<file path="src/rtl/md5_chunk_loader.sv">
// Collects a byte stream into one 512-bit MD5 block and appends MD5 padding
// (0x80 marker plus 64-bit little-endian bit length) for single-chunk messages.
module md5_chunk_loader (
    input  logic        clk,
    input  logic        reset,
    input  logic [7:0]  in_data,
    input  logic        in_valid,
    input  logic        in_last,
    output logic        in_ready,
    input  logic [3:0]  gaddr,
    output logic [31:0] mdata,
    output logic        chunk_valid,
    input  logic        chunk_done,
    output logic [5:0]  msg_len,
    output logic        overflow
);

    localparam logic [1:0] ST_FILL  = 2'd0;
    localparam logic [1:0] ST_DRAIN = 2'd1;
    localparam logic [1:0] ST_PAD   = 2'd2;
    localparam logic [1:0] ST_READY = 2'd3;

    // 55 bytes + 0x80 marker + 8 length bytes fill exactly 64 bytes.
    localparam logic [5:0] MAX_LEN = 6'd55;

    logic [1:0]  state;
    logic [31:0] words [16];
    logic [5:0]  len_q;
    logic        ovf_q;
    logic        accept;
    logic [3:0]  wr_word;
    logic [4:0]  wr_lane;

    assign in_ready    = (state == ST_FILL) || (state == ST_DRAIN);
    assign accept      = in_valid & in_ready;
    assign wr_word     = len_q[5:2];
    assign wr_lane     = {len_q[1:0], 3'b000};
    assign mdata       = words[gaddr];
    assign chunk_valid = (state == ST_READY);
    assign msg_len     = len_q;
    assign overflow    = ovf_q;

    always_ff @(posedge clk) begin
        if (reset) begin
            state <= ST_FILL;
            len_q <= 6'd0;
            ovf_q <= 1'b0;
            for (int i = 0; i < 16; i++) begin
                words[i] <= 32'd0;
            end
        end else begin
            case (state)
                ST_FILL: begin
                    if (accept) begin
                        words[wr_word][wr_lane +: 8] <= in_data;
                        len_q <= len_q + 6'd1;
                        if (in_last) begin
                            state <= ST_PAD;
                        end else if (len_q == MAX_LEN - 6'd1) begin
                            state <= ST_DRAIN;
                            ovf_q <= 1'b1;
                        end
                    end
                end
                ST_DRAIN: begin
                    if (accept && in_last) begin
                        state <= ST_PAD;
                    end
                end
                ST_PAD: begin
                    // len_q <= 55 keeps the marker byte out of word 14.
                    words[wr_word][wr_lane +: 8] <= 8'h80;
                    words[14] <= {23'd0, len_q, 3'b000};
                    state <= ST_READY;
                end
                ST_READY: begin
                    if (chunk_done) begin
                        for (int i = 0; i < 16; i++) begin
                            words[i] <= 32'd0;
                        end
                        len_q <= 6'd0;
                        state <= ST_FILL;
                    end
                end
                default: state <= ST_FILL;
            endcase
        end
    end

endmodule
</file>
<file path="config.mk">
export PLATFORM = sky130hd
export DESIGN_NAME = md5_chunk_loader
export DESIGN_NICKNAME = d
export VERILOG_FILES = /design/src/rtl/md5_chunk_loader.sv
export SDC_FILE = /design/constraint.sdc
export NUM_CORES = 1
export LEC_CHECK = 0
export CAP_MARGIN = 10
export CORE_MARGIN = 5
export CORE_UTILIZATION = 61
export CTS_CLUSTER_SIZE = 24
export DETAILED_ROUTE_END_ITERATION = 7
export PLACE_DENSITY = 0.79
export SYNTH_ARGS = -nofsm -noshare
export SYNTH_HDL_FRONTEND = slang
export SYNTH_SLANG_ARGS = --single-unit
</file>
<file path="constraint.sdc">
create_clock -name clk -period 6.8 [get_ports clk]
set_input_delay 1.36 -clock clk [delete_from_list [all_inputs] [get_ports clk]]
set_output_delay 1.36 -clock clk [all_outputs]
set_load 0.01 [all_outputs]
</file>
Word-level counts from Yosys, hierarchy flattened:

Memories as Yosys holds them, arrays and structs flattened.
Cells that the tools add are included.

* memories: 1
* output and inout bits: 41
* bits in registers: 9
* logic and storage cells: 248
* RAM bits: 512
* input port bits: 17

* reductions and logical operators: 8
* shift-type cells: 3
* add/subtract/negate cells: 2
* equal/unequal tests: 9
* muxes and demuxes: 75
* bitwise gates (word level): 147

Memories
* words: words 16, width 32, read ports 1, clocked after memory_dff 0, wr ports 16, RTL line 27 `logic [31:0] words [16];`

Operator list (count)
* 32-bit two-way mux: 21
* 1-bit AND: 65
* 1-bit OR: 49
* 1-bit two-way mux: 44
* 1-bit inverter: 33
* 32-bit OR reduction: 1
* 8-bit by 7-bit variable shift with 32-bit output, first input constant: 1
* 8-bit by 7-bit indexed part select with 32-bit output: 1
* 8-bit by 7-bit indexed part select with 32-bit output, first input constant: 1
* 6-bit two-way mux: 2
* 6-bit one-hot mux with 2 select lines: 1
* 2-bit two-way mux: 5
* 2-bit one-hot mux with 4 select lines: 1
* 4-bit AND reduction: 2
* 5-bit negation with 7-bit output: 1
* 6-bit by 1-bit adder with 6-bit output, second input constant: 1
* 6-bit equality test, second input constant: 1
* 2-bit equality test, second input constant: 2
* 4-bit equality test, second input constant: 1
* 4-bit two-way mux: 1
* 2-bit by 1-bit inequality test with 1-bit output, second input constant: 2
* 3-bit by 2-bit inequality test with 1-bit output, second input constant: 1
* 3-bit AND reduction: 1
* 2-bit by 1-bit equality test with 1-bit output, second input constant: 1
* other kinds (5): 5

Depth between registers and ports, before layout:

* depth in word-level cells: 10
* gate-level depth with buffers: 9
* gate-level depth less buffers: 6

Worst setup path after synthesis:

Ideal clock, no wire load.

* kind: input port to output port
* from: input gaddr[0]
* to: output mdata[10]
* path slack: 2.730 ns
* data arrival time: 2.710 ns
* data required time: 5.440 ns
* buffers on the path: 2
* cell stages on the path: 5
* cell sequence: buf_2 -> buf_2 -> mux4_2 -> a22oi_1 -> nand2_1

* cells in the longest elaborated chain, start to end: 1

RTL lines
* start: declaration: RTL line 10 `input logic [3:0] gaddr,`
* memory read 16 x 32 bit
* end: declaration: RTL line 11 `output logic [31:0] mdata,`

Every way passes these cells.

Worst setup path in the final report:

* from: input gaddr[2]
* to: output mdata[13]

Same word-level chain as after synthesis.

==> results list <==
- Worst setup slack after placement: 1.43 ns
- Root Driver: sky130_fd_sc_hd__clkbuf_16
- For this run, the number of Yosys warnings is 0.
- Final cycle utilization of the critical path: 80.3%
* Endpoint required time on the critical path: 5.44 ns
- The max-slew violation total from the final report was 0.
* Antenna viol nets, final: 0
* Starting DRT DRC Count: 1,960
- For this run, the number of standard cells in the final layout without fillers is 2,212.
- EDFF count, synth: 512
* Cell area after synthesis: 0.0233 mm^2
* DRT Wirelength: 58,500 um
- For hold timing, the worst endpoint is state[1]$_SDFFE_PP0P_.
- Full die area: 0.0421 mm^2
* Max VDD drop: 0.000230 V
- Power per cell area: 305 mW/mm^2
* Worst EP arrival: 4.10 ns
* Routability cong.: 0.850
- The worst setup path is captured at an output port.
- For this run the aggregate overflow at the end of global routing stands at 0.
- In the final design database the tool counted 1,689 nets.
- Worst Slack Setup Final: 1.34 ns
- Entering global routing, the biggest net connects 63 pins.
- Overall Global Routing Usage: 28.4%
- Worst R2R Setup Slack: 3.00 ns
- DR vias: 14,469
- Timing would allow up to 183 MHz.
- Total chip power: 0.00789 W
- DIE WIDTH: 205 um
- After legalization and detailed placement, the total HPWL measured 37,600 um.
* Floorplan Core Area: 0.0377 mm^2
- Mapped Avg Cell Area: 14.3 um^2
- Reg2reg end: words[15][19]$_SDFFCE_PN0P_
* Worst Hold Path Cells: 2
- The worst register-to-register path begins at state[0]$_SDFFE_PP0P_.
- Count of cells along the worst register-to-register path: 7
* Fraction of layout cells with a size suffix above 1: 18.3%
- In this run, post-CTS repair resized a total of 0 instances.
- Initial cell density of the core: 61.8%
* Mean routed wirelength per cell: 26.5 um
- Max-cap violations in this run came to 0.
- Final antenna diode count: 0
- In the synthesized netlist, the number of instances is 1,632.
- CTS Buf Count: 51
* Area growth from synthesis to layout: 11.3%
- For this design the top-level I/O count stands at 58.
- The worst pin sits at a relative slew slack of 23.3%.
* Die Height: 205 um
- At the pin with the least slew margin, the transition time is 1.15 ns.
* Clk sink count: 521
- Worst min-delay path startpoint: state[1]$_SDFFE_PP0P_
- Maximum count of clock buffers along a single path: 3
- Clock tree from TritonCTS: done
- The min-delay analysis places its worst path in the category flip-flop to flip-flop.
- Clock latency reported for the late side of the worst-skew pair: 0.58 ns
* Critical path startpoint category: input port
- Number of port buffers: 57
- DRC errors left: 0
- Post-Synthesis Net Count: 1,660
- The initial antenna violation count is 0.
- 1st-pass router iterations: 6
- CTS built an H-tree with a depth of 2.
- Among all flip-flop cells after synthesis, the most frequent one is sky130_fd_sc_hd__edfxtp_1.
- The run finished with clean final reports.
* Via/cell ratio: 6.54
- In the final layout, flip-flops and latches occupy 0.0156 mm^2.
- Number of global-route vias before repair: 14,412
- Hold repair after CTS inserted 0 buffers.
- Leakage Power: 8.57 nW
- Of the synthesized area, sequential elements account for 66.9%.
- In this run the core area contains 71 standard-cell rows.
- Maximum fanout along the worst path: 17
- Setup violations remaining at the end of the flow were counted as 0.
- Flop and latch count out of synthesis: 521
- First-pass GRT wire length: 89,300 um
* Final hold violations: 0
- After synthesis, the netlist uses 44 different library cells.
- Clock Pin Slew Worst Setup and Hold Paths: 0.06 ns
- The worst setup path is of the input port to output port kind.
* Final-layout worst hold slack: 0.599 ns
- Setup repair after global routing left no endpoint under its margin.
* Number of buffers inserted to repair setup after CTS: 0
* Final TNS setup: 0 ns
- In this run, placement finished with an instance count of 2,119.
- Final period demand of the worst path: 5.46 ns
- Clock skew on the completed layout was measured at 0.0218 ns.
- For this run, asynchronously set or reset flops after synthesis account for 0%.
- Fillers: 2,494
- In the final layout, the multi-input gates occupy 0.00722 mm^2.
-- where the power goes --
part	switching, W	internal (W)
Sequential	0.0000857	0.00378
Clock	0.00119	0.00164
Combinational	0.000832	0.000355
Total	0.00211	0.00578
-- critical path, stage by stage --
cell                              delay (ns)
sky130_fd_sc_hd__clkdlybuf4s50_1        0.54
sky130_fd_sc_hd__nor2b_2                0.94
sky130_fd_sc_hd__buf_4                  0.43
sky130_fd_sc_hd__a22oi_1                0.13
sky130_fd_sc_hd__nand2_1                0.13
sky130_fd_sc_hd__clkdlybuf4s50_1        0.55
-- synth_stat cells, types with 8 or more instances --
cell type	n	area [um^2]
sky130_fd_sc_hd__a22oi_1	64	480
sky130_fd_sc_hd__nand2_1	141	529
sky130_fd_sc_hd__nand3_2	60	601
sky130_fd_sc_hd__clkbuf_1	53	199
sky130_fd_sc_hd__nor3_1	9	45.0
sky130_fd_sc_hd__buf_2	31	155
sky130_fd_sc_hd__ha_1	11	138
sky130_fd_sc_hd__mux4_2	128	2880
sky130_fd_sc_hd__dfxtp_1	9	180
sky130_fd_sc_hd__buf_4	8	60.1
sky130_fd_sc_hd__nor2_1	524	1970
sky130_fd_sc_hd__edfxtp_1	512	15400
-- registers in the layout, indices dropped and copies added, names as in the netlist --
register,cells
overflow,1
state,2
msg_len,6
words,512
-- cell usage in the layout (no fill, tap or decap), types with 3 or more instances in the layout --
master	netlist	layout
sky130_fd_sc_hd__dfxtp_1	9	9
sky130_fd_sc_hd__nand2_1	141	141
sky130_fd_sc_hd__inv_1	6	6
sky130_fd_sc_hd__mux2i_1	7	7
sky130_fd_sc_hd__mux4_2	128	128
sky130_fd_sc_hd__clkinv_2	0	17
sky130_fd_sc_hd__clkdlybuf4s50_1	0	55
sky130_fd_sc_hd__nand2b_1	5	5
sky130_fd_sc_hd__clkbuf_1	53	4
sky130_fd_sc_hd__ha_1	11	11
sky130_fd_sc_hd__nor2b_1	5	3
sky130_fd_sc_hd__nand3_2	60	60
sky130_fd_sc_hd__a22oi_1	64	64
sky130_fd_sc_hd__bufinv_16	0	6
sky130_fd_sc_hd__xnor2_1	4	4
sky130_fd_sc_hd__nor3_1	9	8
sky130_fd_sc_hd__nand3_1	4	4
sky130_fd_sc_hd__nor2_1	524	523
sky130_fd_sc_hd__clkinv_1	0	8
sky130_fd_sc_hd__o21ai_0	4	4
sky130_fd_sc_hd__clkinvlp_4	0	3
sky130_fd_sc_hd__clkbuf_16	0	53
sky130_fd_sc_hd__a32oi_1	3	3
sky130_fd_sc_hd__edfxtp_1	512	512
sky130_fd_sc_hd__buf_4	8	23
-- stage by stage --
| stage | utilization (%) | instance area, um^2 |
|---|---|---|
| floorplan | - | 23300 |
| global placement | 64.3 | 24200 |
| detailed placement | 64.3 | 24200 |
| CTS | 68.7 | 25900 |
| global route | 68.7 | 25900 |
| finish | 68.7 | 25900 |
-- cells by family after synthesis --
logic type / count (synthesis) / share of synthesized area, %
AO/OA/AOI/OAI: 86 / 2.96
XOR/XNOR: 4 / 0.151
AND/OR/NAND/NOR: 764 / 14.4
multiplexers: 135 / 12.7
flip-flops: 521 / 66.9
adder cells (fa/ha/maj): 11 / 0.592
buffers and inverters: 111 / 2.31
-- metal layers --
metal / global-route usage (%) / vias to the layer above / wire (um)
met4: 10.1 / 0 / 2130
met2: 45.5 / 919 / 28900
li1: - / 6108 / -
met3: 5.31 / 138 / 5920
met1: 40.1 / 7304 / 21600
met5: 0 / - / 0
-- area by class of cell --
cell class	count	area share, %
Sequential cell	521	60.1
Multi-Input combinational cell	1000	27.9
Clock buffer	57	5.18
Timing Repair Buffer	81	3.00
Tap cell	511	2.47
Clock inverter	36	1.29
Inverter	6	0.0870
-- worst max-delay path by stage --
| stage | startpoint | to |
|---|---|---|
| floorplan | gaddr[0] | mdata[10] |
| global placement | gaddr[2] | mdata[3] |
| detailed placement | gaddr[2] | mdata[13] |
| CTS | gaddr[2] | mdata[3] |
| global route | gaddr[2] | mdata[3] |
| finish | gaddr[2] | mdata[13] |
(Power assumes the default switching activity.)
